===== config.mk =====
export PLATFORM = sky130hd
export DESIGN_NAME = life_gen_scheduler
export DESIGN_NICKNAME = d
export VERILOG_FILES = /design/src/rtl/life_pkg.sv /design/src/rtl/raster_counter.sv /design/src/rtl/life_gen_scheduler.sv
export SDC_FILE = /design/constraint.sdc
export NUM_CORES = 1
export LEC_CHECK = 0
export BUFFER_PORTS_ARGS = -buffer_cell sky130_fd_sc_hd__buf_2
export CORE_MARGIN = 10
export CORE_UTILIZATION = 40
export CTS_BUF_LIST = sky130_fd_sc_hd__clkbuf_4 sky130_fd_sc_hd__clkbuf_8 sky130_fd_sc_hd__clkbuf_16
export CTS_CLUSTER_DIAMETER = 50
export DETAILED_ROUTE_END_ITERATION = 6
export PLACE_DENSITY = 0.59
export RECOVER_POWER = 25
export SYNTH_ARGS = -nofsm -noshare
export SYNTH_HDL_FRONTEND = slang
export SYNTH_HIERARCHICAL = 1
export SYNTH_SLANG_ARGS = --single-unit

===== constraint.sdc =====
create_clock -name clk -period 2.9 [get_ports clk]
set_input_delay 0.58 -clock clk [delete_from_list [all_inputs] [get_ports clk]]
set_output_delay 0.58 -clock clk [all_outputs]
set_load 0.03 [all_outputs]

===== src/rtl/life_pkg.sv =====
// Shared types and grid geometry for the Life generation scheduler.
package life_pkg;

    typedef enum logic [1:0] {
        IDLE      = 2'd0,
        SWEEP     = 2'd1,
        DRAIN     = 2'd2,
        PEND_SWAP = 2'd3
    } sched_state_t;

    localparam int unsigned GRID_W = 40;
    localparam int unsigned GRID_H = 30;
    localparam int unsigned XW     = $clog2(GRID_W);
    localparam int unsigned YW     = $clog2(GRID_H);

endpackage


===== src/rtl/raster_counter.sv =====
// Raster-order (x,y) cell counter; wraps to (0,0) after the last cell.
module raster_counter #(
    parameter int unsigned WIDTH  = 40,
    parameter int unsigned HEIGHT = 30
) (
    input  logic                      clk,
    input  logic                      reset_n,
    input  logic                      clr,
    input  logic                      inc,
    output logic [$clog2(WIDTH)-1:0]  x,
    output logic [$clog2(HEIGHT)-1:0] y,
    output logic                      last
);

    localparam int unsigned XW = $clog2(WIDTH);
    localparam int unsigned YW = $clog2(HEIGHT);

    logic x_end;
    logic y_end;

    assign x_end = (x == XW'(WIDTH - 1));
    assign y_end = (y == YW'(HEIGHT - 1));
    assign last  = x_end && y_end;

    always_ff @(posedge clk or negedge reset_n) begin
        if (!reset_n) begin
            x <= '0;
            y <= '0;
        end else if (clr) begin
            x <= '0;
            y <= '0;
        end else if (inc) begin
            if (x_end) begin
                x <= '0;
                y <= y_end ? '0 : y + YW'(1);
            end else begin
                x <= x + XW'(1);
            end
        end
    end

endmodule


===== src/rtl/life_gen_scheduler.sv =====
// Sequences one Life generation: issues cells, writes results to the back bank,
// swaps banks at frame start. Optional auto-start: LIFE_SCHED_AUTO_STEP_EN.
module life_gen_scheduler
    import life_pkg::*;
#(
    parameter int unsigned WIDTH          = GRID_W,
    parameter int unsigned HEIGHT         = GRID_H,
    parameter int unsigned GEN_W          = 16,
    parameter int unsigned FRAMES_PER_GEN = 8
) (
    input  logic                      clk,
    input  logic                      reset_n,
    input  logic                      enable,
    input  logic                      step,
    input  logic                      frame_start,
    output logic                      eng_valid,
    input  logic                      eng_ready,
    output logic [$clog2(WIDTH)-1:0]  eng_x,
    output logic [$clog2(HEIGHT)-1:0] eng_y,
    input  logic                      res_valid,
    input  logic                      res_data,
    output logic                      wr_en,
    output logic [$clog2(WIDTH)-1:0]  wr_x,
    output logic [$clog2(HEIGHT)-1:0] wr_y,
    output logic                      wr_data,
    output logic                      disp_bank,
    output logic                      busy,
    output logic [GEN_W-1:0]          gen_count
);

    sched_state_t state;
    sched_state_t state_next;

    logic start_c;
    logic auto_start_c;
    logic issue_fire;
    logic issue_last;
    logic wr_last;
    logic swap_c;
    logic eng_valid_d;
    logic busy_d;

    assign issue_fire = eng_valid && eng_ready && (state == SWEEP);
    assign start_c    = (state == IDLE) && enable && (step || auto_start_c);

`ifdef LIFE_SCHED_AUTO_STEP_EN
    localparam int unsigned FCW = $clog2(FRAMES_PER_GEN + 1);

    logic [FCW-1:0] frame_cnt;

    // Counts frames spent idle while enabled; the last one starts a generation.
    assign auto_start_c = (state == IDLE) && enable && frame_start &&
                          (frame_cnt == FCW'(FRAMES_PER_GEN - 1));

    always_ff @(posedge clk or negedge reset_n) begin
        if (!reset_n) begin
            frame_cnt <= '0;
        end else if (!enable || start_c) begin
            frame_cnt <= '0;
        end else if ((state == IDLE) && frame_start) begin
            frame_cnt <= frame_cnt + FCW'(1);
        end
    end
`else
    logic unused_frames_per_gen;

    assign auto_start_c          = 1'b0;
    assign unused_frames_per_gen = ^32'(FRAMES_PER_GEN);
`endif

    raster_counter #(.WIDTH(WIDTH), .HEIGHT(HEIGHT)) u_issue_cnt (
        .clk     (clk),
        .reset_n (reset_n),
        .clr     (start_c),
        .inc     (issue_fire),
        .x       (eng_x),
        .y       (eng_y),
        .last    (issue_last)
    );

    raster_counter #(.WIDTH(WIDTH), .HEIGHT(HEIGHT)) u_write_cnt (
        .clk     (clk),
        .reset_n (reset_n),
        .clr     (start_c),
        .inc     (wr_en),
        .x       (wr_x),
        .y       (wr_y),
        .last    (wr_last)
    );

    always_ff @(posedge clk or negedge reset_n) begin
        if (!reset_n) begin
            state <= IDLE;
        end else begin
            state <= state_next;
        end
    end

    // The final issue and final write may coincide with a zero-latency engine.
    always_comb begin
        state_next = state;
        case (state)
            IDLE: begin
                if (start_c) state_next = SWEEP;
            end
            SWEEP: begin
                if (issue_fire && issue_last) begin
                    state_next = (wr_en && wr_last) ? PEND_SWAP : DRAIN;
                end
            end
            DRAIN: begin
                if (wr_en && wr_last) state_next = PEND_SWAP;
            end
            PEND_SWAP: begin
                if (frame_start) state_next = IDLE;
            end
            default: state_next = IDLE;
        endcase
    end

    always_comb begin
        wr_en       = 1'b0;
        wr_data     = 1'b0;
        swap_c      = 1'b0;
        eng_valid_d = 1'b0;
        busy_d      = 1'b0;
        wr_en       = res_valid && ((state == SWEEP) || (state == DRAIN));
        wr_data     = wr_en && res_data;
        swap_c      = (state == PEND_SWAP) && frame_start;
        eng_valid_d = (state_next == SWEEP) && enable;
        busy_d      = (state_next != IDLE);
    end

    always_ff @(posedge clk or negedge reset_n) begin
        if (!reset_n) begin
            eng_valid <= 1'b0;
            busy      <= 1'b0;
            disp_bank <= 1'b0;
            gen_count <= '0;
        end else begin
            eng_valid <= eng_valid_d;
            busy      <= busy_d;
            if (swap_c) begin
                disp_bank <= ~disp_bank;
                gen_count <= gen_count + GEN_W'(1);
            end
        end
    end

endmodule


==> metrics.md <==
| Metric | Value |
|---|---|
| Routed vias | about 1900 |
| Max_cap viols | 0 |
| Longest Clk Path Bufs | 2 |
| Critical path peak fanout | 9 |
| Share of cells above drive strength 1 | 0.245 |
| Tcrit/Tclk final | 0.775 |
| Synthesized area | roughly 2300 sq um |
| Unrepaired setup endpoints after global routing | no |
| GPL Wtd Cong | a little over 0.8 |
| Fin. Hold Viols | 0 |
| #FFs+latches synth | 43 |
| R2R cell count | 7 |
| Cell Rows | 27 |
| Critical Path Stages | 5 |
| Count of final setup violators | 0 |
| Total grt overflow | 0 |
| Final antenna-violating net count | 0 |
| Clk slew on worst S/H paths | roughly 90 ps |
| Die H | around 96 microns |
| Mapped Avg Cell Area | between 10 and 15 sq um |
| Filler cells | about 550 |
| Post-DR wirelength/cell | ~15 microns |
| TritonCTS Buffers | 5 |
| CTS tree | built |
| Worst min-delay path category | in2async |
| Status | finished clean |
| Buffer count from post-CTS setup fixing | 0 |
| Pwr dens | 588 nW/um^2 |
| Std-Cell Core Area | around 5500 sq um |
| Crit path launch type | flip-flop |
| Crit path max-delay family | buffers and inverters |
| Area grow syn2layout | 19.4% |
| Initial antenna violation count | 0 |
| Dpl hpwl | ~3.8 mm |
| Crit-path cells | inv_1, ha_1, and2_1, buf_4, buf_2 |
| WP data arrival | ~1700 ps |
| Port Buf Inserts | 50 |
| Cell count after synthesis | 220 |
| Crit path required time | between 2000 and 2500 ps |
| Final core occ | 0.493 |
| Slew headroom | 0.270 |
| EDFF count, synth | 0 |
| Vias/cell | around 5.4 |
| Clock Skew | 4.50 ps |
| Worst-Margin Slew | 1100 ps |
| Register area share after synthesis | 0.471 |
| H-tree Lvls | 2 |
| Period minus WS final | roughly 2200 ps |
| Inserted Diodes | 0 |
| Async S/R FF share, synth | 1.00 |
| Distinct cells, synth | 35 |
| First-pass GRT wire length | a little under 9 mm |
| CTS sink cnt | 43 |
| Remaining DRCs | 0 |
| Critical path class | reg2out |
| Root Driver | clkbuf_8 |
| Endpoint class of the critical path | primary output |
| Initial DRC Count | between 70 and 80 |
| Bufs and invs on worst path | 3 |
| Syn_nets | between 200 and 250 |
| Number of global-route vias before repair | 1833 |
| Tot GR Track Use | 0.120 |
| Ys Warns | 6 |
| VDD IR-drop max | ~0.31 mV |
| Final nets | slightly below 300 |
| Clk_lat worst skew | 300 ps |
| Initial Utilization | 0.413 |
| Predominant post-synthesis flop cell | dfrtp_1 |
| Maximum clock rate | ~0.44 GHz |
| # hold bufs at CTS | 0 |
| Chip width | around 96 microns |
| Worst path slowest cell | dfrtp_1 |
| Die Area | approximately 9000 sq um |
| DRT Pass-1 Iters | 4 |
| Final Max Slew Viols | 0 |
| Total leakage power | 1.31 nW |
| Ports | 51 |
| Routed Wire Length | approximately 5.2 mm |
| Post_cts resized | 0 |
| Pin count of the biggest net entering global routing | 44 |
| CP max stage delay | about 420 ps |
| Post-route setup TNS | 0 ps |
==> cells in the final DEF, fill, tap and decap left out, types with 6 or more instances in the layout <==
cell type and count:
buf_2 49, dfrtp_1 43, nand2_1 14, inv_1 13, a21oi_1 13, xnor2_1 13, nor2_1 11, ha_1 11
nand4_1 10, o21ai_0 9, xor2_1 9, nand2b_1 8, nand3_1 7, o311ai_0 6, or4b_1 6
==> sequential cells by signal (all words and copies together) (netlist names) <==
register and count:
u_write_cnt/x 6, u_write_cnt/y 5, u_issue_cnt/x 6, disp_bank 1, eng_valid 1, busy 1, state 2, gen_count 16
u_issue_cnt/y 5
==> cells by family (layout without fill, tap and decap cells) <==
logic type,count (synthesis),in the layout,share of synthesized area
adders and majority gates,11,11,0.0602
AOI/OAI and AO/OA,46,46,0.135
DFF,43,43,0.471
muxes,1,1,0.00493
and+or+nand+nor,78,78,0.212
xor gates and xnor gates,22,22,0.0843
buffers and inverters,19,73,0.0323
==> cell type report <==
type | count | area, sq um | share of cell area
multi-input combinational | 158 | 1140 | 0.416
sequential | 43 | 1080 | 0.394
timing repair buffer | 52 | 265 | 0.0972
tap | 72 | 90.1 | 0.0330
clock buffer | 5 | 68.8 | 0.0252
inverter | 13 | 48.8 | 0.0179
clock inverter | 3 | 43.8 | 0.0160
==> power by group <==
part	leakage [nW]	switching, mW	internal [mW]
clock network	0.0581	0.219	0.257
logic	0.693	0.253	0.117
registers	0.561	0.0951	0.663
total	1.31	0.567	1.04
==> final timing paths <==
| kind | startpoint | slack (ps) | end |
|---|---|---|---|
| max in group asynchronous | reset_n | 1760 | gen_count[11] |
| max reg2reg | u_issue_cnt/x[0] | 690 | eng_valid |
| min reg2reg | gen_count[15] | 470 | gen_count[15] |
| max | state[0] | 650 | wr_en |
| min in group clk | gen_count[15] | 470 | gen_count[15] |
| min | reset_n | 470 | u_write_cnt/y[4] |
==> layer usage <==
layer  GRT usage  up-vias  share of wire  wire length, microns
met5           0        -              0                     0
met4      0.0405        0          0.014                    74
met3      0.0401        6          0.068                   356
met2       0.190       45           0.47                  2440
met1       0.151      900           0.45                  2340
li1            -      918              -                     -
==> worst register-to-register path: cells and delay by family, from the launching register on <==
kind	cells	cell delay (ps)
compound gates	2	510
flops	1	420
simple gates	4	980
fa+ha+maj	1	210
==> Yosys cell counts, drive strengths merged, types with 5 or more instances <==
master | count | area share
nand4 | 12 | 0.042
or4b | 6 | 0.026
clkbuf | 6 | 0.011
xnor2 | 13 | 0.050
o311ai | 6 | 0.023
ha | 11 | 0.060
nand2 | 14 | 0.023
xor2 | 9 | 0.034
nand2b | 8 | 0.022
dfrtp | 43 | 0.47
a21oi | 13 | 0.028
and3 | 5 | 0.014
inv | 13 | 0.021
nor2 | 11 | 0.018
o21ai | 9 | 0.020
nand3 | 7 | 0.015
==> through the flow <==
stage / instance area (sq um) / std cells / worst slack, ps / hold WS, ps / power [mW]
floorplan: 2290 / 220 / 637 / 284 / 1.01
global placement: 2620 / 338 / 780 / 458 / 1.14
detailed placement: 2620 / 338 / 726 / 465 / 1.15
CTS: 2730 / 346 / 636 / 472 / 1.63
global route: 2730 / 346 / 533 / 505 / 1.71
finish: 2730 / 346 / 653 / 467 / 1.60
Note: power is estimated with default switching activity, not from simulation.
